File: src/rtl/cdr_pkg.sv
// Shared types and constants for the CDR transmit serializer.
package cdr_pkg;

  typedef enum logic [1:0] {OFF, TRAIN, RUN} tx_state_t;

  localparam logic [1:0] HDR_DATA = 2'b01;
  localparam logic [1:0] HDR_IDLE = 2'b10;

  localparam logic [6:0] PRBS7_SEED = 7'h7F;
  localparam logic [6:0] PRBS7_TAPS = 7'b110_0000;

  // Training frames and the plain idle payload are MSB-aligned slices of this.
  localparam logic [63:0] ALT_PATTERN = {32{2'b10}};

endpackage

File: src/rtl/prbs7_gen.sv
// PRBS7 (x^7+x^6+1) source; bit_o is the register MSB and advances only when step is high.
module prbs7_gen
  import cdr_pkg::*;
(
  input  logic refclk,
  input  logic rst,
  input  logic step,
  output logic bit_o
);

  logic [6:0] lfsr;

  always_ff @(posedge refclk) begin
    if (rst) lfsr <= PRBS7_SEED;
    else if (step) lfsr <= {lfsr[5:0], ^(lfsr & PRBS7_TAPS)};
  end

  assign bit_o = lfsr[6];

endmodule

File: src/rtl/cdr_tx_serializer.sv
// Framed serial source for the CDR receive path: training preamble, then header+payload frames.
// Build option CDR_TX_PRBS_IDLE_EN: idle payload comes from a PRBS7 generator instead of 1010...
module cdr_tx_serializer
  import cdr_pkg::*;
#(
  parameter int WIDTH        = 8,
  parameter int TRAIN_FRAMES = 16
)
(
  input  logic             refclk,
  input  logic             rst,
  input  logic             en,
  input  logic [WIDTH-1:0] in_data,
  input  logic             in_valid,
  output logic             in_ready,
  output logic             d,
  output logic             frame_start,
  output logic             busy,
  output logic [15:0]      tx_count
);

  localparam int FRAME_LEN = WIDTH + 2;
  localparam int CW = $clog2(FRAME_LEN);
  localparam int TW = (TRAIN_FRAMES > 1) ? $clog2(TRAIN_FRAMES) : 1;
  localparam logic [CW-1:0] LAST_BIT = CW'(FRAME_LEN - 1);
  localparam logic [TW-1:0] LAST_TRAIN = TW'(TRAIN_FRAMES - 1);
  localparam logic [FRAME_LEN-1:0] TRAIN_FRAME = ALT_PATTERN[63 -: FRAME_LEN];
  localparam logic [WIDTH-1:0] IDLE_PAYLOAD = ALT_PATTERN[63 -: WIDTH];

  tx_state_t            state, state_nx;
  logic [CW-1:0]        bit_cnt;
  logic [TW-1:0]        train_cnt;
  logic [FRAME_LEN-1:0] shreg;
  logic [FRAME_LEN-1:0] frame_nx;
  logic                 idle_frame, idle_nx;
  logic                 boundary, accept;
  logic                 payload_bit;

  // The next frame is chosen only at a boundary; in_ready opens only when that frame is RUN.
  always_comb begin
    boundary = (state == OFF) || (bit_cnt == LAST_BIT);
    state_nx = state;
    in_ready = 1'b0;
    frame_nx = TRAIN_FRAME;
    idle_nx  = 1'b0;
    if (boundary) begin
      unique case (state)
        OFF: if (en) state_nx = TRAIN;
        TRAIN: begin
          if (!en) state_nx = OFF;
          else if (train_cnt == LAST_TRAIN) begin
            state_nx = RUN;
            in_ready = !rst;
          end
        end
        RUN: begin
          if (!en) state_nx = OFF;
          else in_ready = !rst;
        end
        default: state_nx = OFF;
      endcase
    end
    accept = in_valid && in_ready;
    if (state_nx == RUN) begin
      if (accept) frame_nx = {HDR_DATA, in_data};
      else begin
        frame_nx = {HDR_IDLE, IDLE_PAYLOAD};
        idle_nx  = 1'b1;
      end
    end
  end

  always_ff @(posedge refclk) begin
    if (rst) state <= OFF;
    else state <= state_nx;
  end

  // d always presents the bit indexed by bit_cnt; a boundary loads the next frame's first bit.
  always_ff @(posedge refclk) begin
    if (rst) begin
      bit_cnt     <= '0;
      train_cnt   <= '0;
      shreg       <= '0;
      idle_frame  <= 1'b0;
      d           <= 1'b0;
      frame_start <= 1'b0;
      tx_count    <= '0;
    end else begin
      if (accept) tx_count <= tx_count + 16'd1;
      if (boundary) begin
        bit_cnt    <= '0;
        idle_frame <= idle_nx;
        if (state_nx == OFF) begin
          d           <= 1'b0;
          frame_start <= 1'b0;
          shreg       <= '0;
        end else begin
          d           <= frame_nx[FRAME_LEN-1];
          frame_start <= 1'b1;
          shreg       <= {frame_nx[FRAME_LEN-2:0], 1'b0};
        end
        if (state == OFF) train_cnt <= '0;
        else if (state == TRAIN && state_nx == TRAIN) train_cnt <= train_cnt + 1'b1;
      end else begin
        bit_cnt     <= bit_cnt + 1'b1;
        d           <= payload_bit;
        frame_start <= 1'b0;
        shreg       <= {shreg[FRAME_LEN-2:0], 1'b0};
      end
    end
  end

`ifdef CDR_TX_PRBS_IDLE_EN
  logic prbs_step, prbs_bit;

  // Payload bits of an idle frame are fetched in bit_cnt 1..FRAME_LEN-2, one PRBS step each.
  assign prbs_step = idle_frame && !boundary && (bit_cnt != '0);

  prbs7_gen u_prbs (
    .refclk (refclk),
    .rst    (rst),
    .step   (prbs_step),
    .bit_o  (prbs_bit)
  );

  assign payload_bit = prbs_step ? prbs_bit : shreg[FRAME_LEN-1];
`else
  assign payload_bit = shreg[FRAME_LEN-1];
`endif

  assign busy = (state != OFF);

endmodule
File: config.mk
export PLATFORM = sky130hd
export DESIGN_NAME = cdr_tx_serializer
export DESIGN_NICKNAME = d
export VERILOG_FILES = /design/src/rtl/cdr_pkg.sv /design/src/rtl/prbs7_gen.sv /design/src/rtl/cdr_tx_serializer.sv
export SDC_FILE = /design/constraint.sdc
export NUM_CORES = 1
export LEC_CHECK = 0
export ABC_AREA = 1
export CORE_MARGIN = 2
export CORE_UTILIZATION = 30
export DETAILED_ROUTE_END_ITERATION = 8
export PLACE_DENSITY = 0.61
export REMOVE_ABC_BUFFERS = 1
export SYNTH_ARGS = -nofsm -noshare
export SYNTH_HDL_FRONTEND = slang
export SYNTH_SLANG_ARGS = --single-unit
File: constraint.sdc
create_clock -name refclk -period 3.1 [get_ports refclk]
set_clock_uncertainty 0.15 [all_clocks]
set_input_delay 0.465 -clock refclk [delete_from_list [all_inputs] [get_ports refclk]]
set_output_delay 0.465 -clock refclk [all_outputs]
set_load 0.005 [all_outputs]
==> flow_summary.json, run 1 <==
{
  "grt_max_degree": 16,
  "netlist_area_sq_um": 1847,
  "cts_resized": 0,
  "grt_pass1_wl_um": 6955,
  "syn_inst": 257,
  "num_vias": 1708,
  "rows": 28,
  "cts_tree": "done",
  "dpl_worst_slack_ns": 0.6109,
  "hold_violations": 0,
  "startpoint_type": "flip-flop",
  "critPathTopFamily": "buffers and inverters",
  "postCtsHoldBufs": 0,
  "io_buffer_count": 31,
  "clk_latency_ns": 0.29,
  "dieArea_sq_um": 6800,
  "first_pass_iters": 4,
  "hold_slack_ns": 0.2759,
  "ys_async_sr_fraction_pct": 0,
  "maxSlewHeadroom_pct": 57.53,
  "wire_per_inst_um": 10.83,
  "yosysWarnings": 0,
  "fmax_mhz": 388.5,
  "overflow": 0,
  "die_w_um": 82.46,
  "slowest_stage": "clkdlybuf4s50_1",
  "area_growth_pct": 27.51,
  "antenna_found_initial": 0,
  "fin_crit_ns": 2.574,
  "final_nets": 315,
  "mostFrequentLayoutCells": "nand2_1 (63), dfxtp_1 (37), nor2_1 (31), clkdlybuf4s50_1 (31), inv_1 (30)",
  "maxSlewViolCount": 0,
  "critPathMaxStageDelay_ns": 0.52,
  "ys_types": 28,
  "setup_viol": 0,
  "ant_nets": 0,
  "routed_via_density": 4.604,
  "grt_usage_pct": 13.38,
  "initial_core_util_pct": 31.19,
  "path_max_fanout": 6,
  "n_antenna_cell": 0,
  "cts_buffer_depth": 2,
  "die_y_um": 82.46,
  "worstSetupEndpointType": "output port",
  "synth_edf_count": 0,
  "crit_arrival_ns": 1.96,
  "avgSynthCellArea_sq_um": 7.186,
  "p_leak_nw": 0.9123,
  "grt_pass1_vias": 1566,
  "fin_ws_ns": 0.5261,
  "clk_pin_slew_ns": 0.07,
  "hold_path.class": "reg2reg",
  "ys_seq_area_share_pct": 40.11,
  "path_cells": "inv_1 > ha_1 > inv_1 > nand2_2 > nand2_2 > nor2_1 > clkdlybuf4s50_1",
  "ys_ff_latch": 37,
  "postCtsSetupRepairBufs": 0,
  "num_io_pins": 32,
  "status": "finished clean",
  "wl_um": 4017,
  "drc": 0,
  "cts.htree.levels": 2,
  "grt_setup_unrepaired": "false",
  "worstMarginPinSlew_ns": 0.6347,
  "worstPathRequired_ns": 2.48,
  "critPathKind": "reg2out",
  "drtIter0Drc": 67,
  "power_density_nw_per_um2": 413.4,
  "final_common_cell": "nand2_1",
  "peakVddDrop_uv": 281.1,
  "maxCapViolCount": 0,
  "gp_congestion": 0.7787,
  "tns_ns": 0,
  "fin_crit_sh_pct": 83.03,
  "layout-drive-gt1-share_pct": 7.095,
  "path_buf_inv": 3,
  "dp_hpwl_um": 3031,
  "cts_inserted_buffers": 5,
  "synthFlopType": "dfxtp_1",
  "coreArea_sq_um": 5921,
  "cts_sinks": 37,
  "cts.root.buffer_cell": "clkbuf_8",
  "r2r_slack_ns": 0.90
}
[area by class of cell]
class	instances	area, sq um
Clock buffer	7	96.34
Fill cell	626	3566
Tap cell	75	93.84
Multi-Input combinational cell	186	969.7
Timing Repair Buffer	34	332.8
Clock inverter	1	5.005
Sequential cell	37	740.7
Inverter	31	116.4
[cell usage after synthesis, drive strengths merged (3+ instances only)]
| cell | instances | area (sq um) |
|---|---|---|
| a21oi | 18 | 93.84 |
| dfxtp | 37 | 740.7 |
| ha | 8 | 100.1 |
| inv | 31 | 116.4 |
| nand2 | 66 | 260.3 |
| nand3 | 20 | 117.6 |
| nand4 | 4 | 25.02 |
| nor2 | 32 | 122.6 |
| nor3 | 7 | 40.04 |
| o21ai | 16 | 80.07 |
| xnor2 | 3 | 26.28 |
| xor2 | 6 | 52.55 |
[report_power, final]
part           total, mW  leakage, nW  internal (mW)  switching, mW
Combinational      0.100        0.558         0.0434         0.0568
Sequential         0.500        0.300          0.492        0.00779
Clock              0.374       0.0542          0.201          0.173
Total              0.974        0.912          0.736          0.237
[registers in the layout, summed over array words and instances (netlist names)]
| name | cells |
|---|---|
| frame_start | 1 |
| d | 1 |
| bit_cnt | 4 |
| train_cnt | 4 |
| shreg | 9 |
| state | 2 |
| tx_count | 16 |
[path summary, 6_finish.rpt]
kind,start,to,cells past startpoint
hold / removal,shreg[7]$_SDFF_PP0_,shreg[8]$_SDFF_PP0_,2
setup / recovery,state[0]$_SDFF_PP0_,in_ready,7
hold reg to reg,shreg[7]$_SDFF_PP0_,shreg[8]$_SDFF_PP0_,2
setup reg to reg,state[0]$_SDFF_PP0_,tx_count[5]$_SDFFE_PP0N_,11
[stage by stage]
step	cells	power, mW	utilization [%]	area, sq um
floorplan	254	0.5660	-	1827
global placement	363	0.6114	38.06	2253
detailed placement	363	0.6129	38.06	2253
CTS	371	0.9912	39.77	2355
global route	371	1.027	39.77	2355
finish	371	0.9735	39.77	2355
[worst min-delay path: stages (launching register included)]
cell and delay (ns):
dfxtp_1 0.31, nand2_1 0.04, nand2_1 0.05
[routing by layer]
metal	wire length, um	GRT usage [%]	up-vias
li1	-	-	904
met1	1956	17.33	760
met2	1775	21.37	36
met3	231	3.587	8
met4	53	4.667	0
met5	0	0	-
[logic make-up after synthesis]
group | Yosys count | share of synthesized area [%]
AOI/OAI and AO/OA | 35 | 9.824
xor gates and xnor gates | 9 | 4.269
adders and majority gates | 8 | 5.420
buffers and inverters | 34 | 7.384
DFF | 37 | 40.11
and+or+nand+nor | 134 | 32.99
No activity file was read; power rests on OpenSTA's default activity.
==> run 2: changes to the inputs <==
==> constraint.sdc (replaced) <==
create_clock -name refclk -period 2.54 [get_ports refclk]
set_clock_uncertainty 0.15 [all_clocks]
set_input_delay 0.381 -clock refclk [delete_from_list [all_inputs] [get_ports refclk]]
set_output_delay 0.381 -clock refclk [all_outputs]
set_load 0.005 [all_outputs]
==> flow_summary.json, run 2 (synthesis results as in run 1) <==
{
  "drc": 0,
  "fill_cells": 605,
  "wire_per_inst_um": 10.53,
  "fmax_mhz": 418.7,
  "critPathMaxStageDelay_ns": 0.53,
  "register_area_sq_um": 743.2,
  "path_cells": "inv_1 > ha_2 > nand3_1 > nor2_1 > clkdlybuf4s50_1",
  "tns_ns": 0,
  "wl_um": 3908,
  "cts.htree.levels": 2,
  "power.internal_uw": 849.6,
  "drt-met1-wl_um": 1889,
  "first_pass_iters": 4,
  "grt_setup_unrepaired": "false",
  "clk_latency_ns": 0.29,
  "clk_pin_slew_ns": 0.08,
  "power_density_nw_per_um2": 491.1,
  "initial_core_util_pct": 31.19,
  "postCtsHoldBufs": 0,
  "p_leak_nw": 0.8970,
  "startpoint_type": "flip-flop",
  "hold_depth": 2,
  "setup_viol": 0,
  "dieArea_sq_um": 6800,
  "status": "finished clean",
  "final_common_cell": "nand2_1",
  "r2r_cells": 12,
  "drtIter0Drc": 59,
  "p_sw_uw": 306.2,
  "die_w_um": 82.46,
  "fin_crit_sh_pct": 94.02,
  "grt_pass1_vias": 1614,
  "power_mw": 1.156,
  "routed.top_layer": "met4",
  "mostFrequentLayoutCells": "nand2_1 (63), dfxtp_1 (35), nor2_1 (31), clkdlybuf4s50_1 (31), inv_1 (30)",
  "overflow": 0,
  "critPathKind": "reg2out",
  "dp_hpwl_um": 2967,
  "multi_input_area_sq_um": 977.2,
  "hold_violations": 0,
  "maxSlewHeadroom_pct": 55.34,
  "largest_reg_flops": 16,
  "fin_crit_ns": 2.388,
  "p_seq_share_pct": 52.8,
  "cts_tree": "done",
  "wl_met2_um": 1742,
  "cts.root.buffer_cell": "clkbuf_8",
  "path_buf_inv": 2,
  "largest_register": "tx_count",
  "worst-path-stages": 5,
  "final_area_sq_um": 2354,
  "coreArea_sq_um": 5921,
  "gp_congestion": 0.7993,
  "cts_buffer_depth": 2,
  "routed_via_density": 4.536,
  "maxSlewViolCount": 0,
  "peakVddDrop_uv": 319.6,
  "critPathTopFamily": "buffers and inverters",
  "grt_pass1_wl_um": 7003,
  "layout-drive-gt1-share_pct": 8.784,
  "worstPathRequired_ns": 2.01,
  "area_growth_pct": 27.44,
  "num_io_pins": 32,
  "swShare_pct": 26.49,
  "slowest_stage": "clkdlybuf4s50_1",
  "n_antenna_cell": 0,
  "cts_inserted_buffers": 5,
  "hold_path.class": "reg2reg",
  "worstSetupEndpointType": "output port",
  "ant_nets": 0,
  "final_nets": 315,
  "clkPwrFrac_pct": 36.3,
  "reg_top3": "tx_count (16), shreg (9)",
  "path_max_fanout": 6,
  "grt_usage_pct": 13.34,
  "grt_max_degree": 19,
  "antenna_found_initial": 0,
  "maxCapViolCount": 0,
  "die_y_um": 82.46,
  "io_buffer_count": 31,
  "fin_ws_ns": 0.1518,
  "postCtsSetupRepairBufs": 0,
  "num_vias": 1683,
  "cts_sinks": 37,
  "wl_met3_um": 240,
  "worstMarginPinSlew_ns": 0.6675,
  "dpl_worst_slack_ns": 0.2552,
  "placed_cell_area_sq_um": 2253,
  "rows": 28,
  "combPwrFrac_pct": 10.9,
  "fin_util_pct": 39.75,
  "crit_arrival_ns": 1.86
}
run 2: power by group through the flow:
stage | clock network [mW] | logic [mW] | registers, mW
after global routing | 0.452 | 0.144 | 0.612
after detailed placement | 0 | 0.125 | 0.623
after CTS | 0.435 | 0.126 | 0.610
after floorplan | 0 | 0.0691 | 0.622
final | 0.420 | 0.126 | 0.610
after global placement | 0 | 0.125 | 0.623
run 2: area by class of cell:
| type | count | share of cell area (%) |
|---|---|---|
| clock buffers | 5 | 2.924 |
| clock inverters | 3 | 0.9038 |
| inverters | 31 | 4.944 |
| multi-input cells | 186 | 41.52 |
| flip-flops and latches | 37 | 31.58 |
| well taps | 75 | 3.987 |
| repair buffers | 34 | 14.14 |
run 2: worst min-delay path, delay by kind of cell (launching register included):
kind	cells	cell delay (ns)
DFF	1	0.31
and+or+nand+nor	2	0.09
run 2: routing by layer:
| layer | GRT usage (%) | vias to the layer above |
|---|---|---|
| li1 | - | 903 |
| met1 | 16.29 | 735 |
| met2 | 22.50 | 40 |
| met3 | 3.696 | 5 |
| met4 | 4.500 | 0 |
| met5 | 0 | - |
run 2: through the flow:
stage / hold slack (ns) / std cells
6_report: 0.2756 / 371
4_1_cts: 0.2771 / 371
5_1_grt: 0.2935 / 371
2_1_floorplan: 0.2531 / 254
3_3_place_gp: 0.2570 / 363
3_5_place_dp: 0.2582 / 363
run 2: final timing paths:
check,from,to,slack [ns]
worst max-delay path,state[0]$_SDFF_PP0_,in_ready,0.15
worst min-delay path,shreg[7]$_SDFF_PP0_,shreg[8]$_SDFF_PP0_,0.28
worst max register to register,state[0]$_SDFF_PP0_,shreg[6]$_SDFF_PP0_,0.44
worst min register to register,shreg[7]$_SDFF_PP0_,shreg[8]$_SDFF_PP0_,0.28
run 2: timing repair:
| action | CTS | global route |
|---|---|---|
| hold endpoints to repair | 0 | 0 |
| gates resized for setup | 0 | 5 |
| setup endpoints to repair | 0 | 1 |
==> run 3: changes to the inputs <==
--- a/config.mk
+++ b/config.mk
@@ -6,9 +6,10 @@
 export NUM_CORES = 1
 export LEC_CHECK = 0
 export ABC_AREA = 1
-export CORE_MARGIN = 2
+export CORE_MARGIN = 4
 export CORE_UTILIZATION = 30
 export DETAILED_ROUTE_END_ITERATION = 8
+export MAX_ROUTING_LAYER = met4
 export PLACE_DENSITY = 0.61
 export REMOVE_ABC_BUFFERS = 1
 export SYNTH_ARGS = -nofsm -noshare
==> flow_summary.json, run 3 (synthesis results as in run 1) <==
{
  "dp_hpwl_um": 3065,
  "ant_nets": 0,
  "fin_crit_ns": 2.431,
  "tns_ns": 0,
  "wire_per_inst_um": 10.69,
  "holdPathEnd": "shreg[6]$_SDFF_PP0_",
  "cts_inserted_buffers": 5,
  "rows": 28,
  "grt_usage_pct": 11.84,
  "dieArea_sq_um": 7475,
  "cts_sinks": 37,
  "layout-drive-gt1-share_pct": 8.754,
  "largest_reg_flops": 16,
  "grt_max_degree": 16,
  "multi_input_area_sq_um": 977.2,
  "coreArea_sq_um": 5956,
  "crit_arrival_ns": 1.90,
  "clk_latency_ns": 0.30,
  "final_nets": 316,
  "maxSlewViolCount": 0,
  "reg_top3": "tx_count (16), shreg (9)",
  "io_buffer_count": 31,
  "wl_um": 3977,
  "cts_tree": "done",
  "cts.root.buffer_cell": "clkbuf_8",
  "critPathKind": "reg2out",
  "cts_buffer_depth": 2,
  "antenna_found_initial": 0,
  "grt_pass1_vias": 1543,
  "fin_util_pct": 40.04,
  "n_antenna_cell": 0,
  "maxCapViolCount": 0,
  "setup_viol": 0,
  "status": "finished clean",
  "grt_setup_unrepaired": "false",
  "hold_violations": 0,
  "power_density_nw_per_um2": 527.5,
  "routed_via_density": 4.570,
  "hold_depth": 2,
  "drc": 0,
  "drtIter0Drc": 58,
  "peakVddDrop_uv": 278.4,
  "r2r_cells": 12,
  "num_vias": 1700,
  "worstSetupEndpointType": "output port",
  "gp_congestion": 0.8991,
  "die_y_um": 86.46,
  "grt_pass1_wl_um": 6865,
  "area_growth_pct": 29.13,
  "fin_crit_sh_pct": 95.71,
  "r2r-end": "shreg[6]$_SDFF_PP0_",
  "die_w_um": 86.46,
  "cts.htree.levels": 2,
  "first_pass_iters": 5,
  "worstPathRequired_ns": 2.01,
  "postCtsSetupRepairBufs": 0,
  "path_max_fanout": 5,
  "clk_pin_slew_ns": 0.08,
  "fill_cells": 626,
  "num_io_pins": 32,
  "maxSlewHeadroom_pct": 58.55,
  "min-delay-start": "shreg[5]$_SDFF_PP0_",
  "final_common_cell": "nand2_1",
  "overflow": 0,
  "initial_core_util_pct": 31.01,
  "worstSetupStartpoint": "state[1]$_SDFF_PP0_",
  "r2r_slack_ns": 0.48,
  "p_leak_nw": 0.9131,
  "r2r_start": "state[0]$_SDFF_PP0_",
  "hold_path.class": "reg2reg",
  "startpoint_type": "flip-flop",
  "worstMarginPinSlew_ns": 0.6194,
  "mostFrequentLayoutCells": "nand2_1 (63), dfxtp_1 (36), clkdlybuf4s50_1 (31)",
  "fmax_mhz": 411.3,
  "largest_register": "tx_count",
  "postCtsHoldBufs": 0,
  "register_area_sq_um": 742.0
}
## run 3: metal layers
layer	vias up	share of wire [%]	global-route usage (%)
met5	-	0	-
met4	0	1.5	5.382
met3	5	5.7	3.042
met2	45	42	17.11
met1	746	51	15.47
li1	904	-	-
## run 3: critical path: stages, from the launching register on
cell and delay (ns):
dfxtp_1 0.41, inv_1 0.08, ha_2 0.31, nand3_1 0.15
nor2_2 0.14, clkdlybuf4s50_1 0.51
## run 3: how the worst max path moves through the flow
stage                                endpoint  cells past startpoint
after floorplan           shreg[2]$_SDFF_PP0_                      9
after global placement               in_ready                      4
after detailed placement             in_ready                      4
after CTS                            in_ready                      5
after global routing                 in_ready                      5
final                                in_ready                      5
## run 3: report_power, final
part / switching, mW / internal [mW]
Combinational: 0.0700 / 0.0544
Sequential: 0.00939 / 0.601
Clock: 0.230 / 0.294
Total: 0.309 / 0.949
## run 3: stage by stage
| stage | cell area, sq um | setup slack (ns) | power, mW | cells | hold slack, ns |
|---|---|---|---|---|---|
| 2_1_floorplan | 1827 | 0.4423 | 0.6908 | 254 | 0.2531 |
| 3_3_place_gp | 2261 | 0.2224 | 0.7474 | 364 | 0.2568 |
| 3_5_place_dp | 2261 | 0.2376 | 0.7478 | 364 | 0.2670 |
| 4_1_cts | 2376 | 0.05764 | 1.279 | 372 | 0.2871 |
| 5_1_grt | 2385 | 0.01211 | 1.312 | 372 | 0.3044 |
| 6_report | 2385 | 0.1089 | 1.258 | 372 | 0.2806 |
## run 3: final cells by class
| type | count | area share [%] |
|---|---|---|
| Clock buffer | 5 | 2.886 |
| Clock inverter | 3 | 1.941 |
| Inverter | 31 | 4.879 |
| Multi-Input combinational cell | 186 | 40.98 |
| Sequential cell | 37 | 31.11 |
| Tap cell | 75 | 3.935 |
| Timing Repair Buffer | 35 | 14.27 |
## run 3: repair_timing
| item | in CTS | in global routing |
|---|---|---|
| endpoints found under the hold margin | 0 | 0 |
| gates resized for setup | 0 | 4 |
| setup endpoints to repair | 0 | 1 |
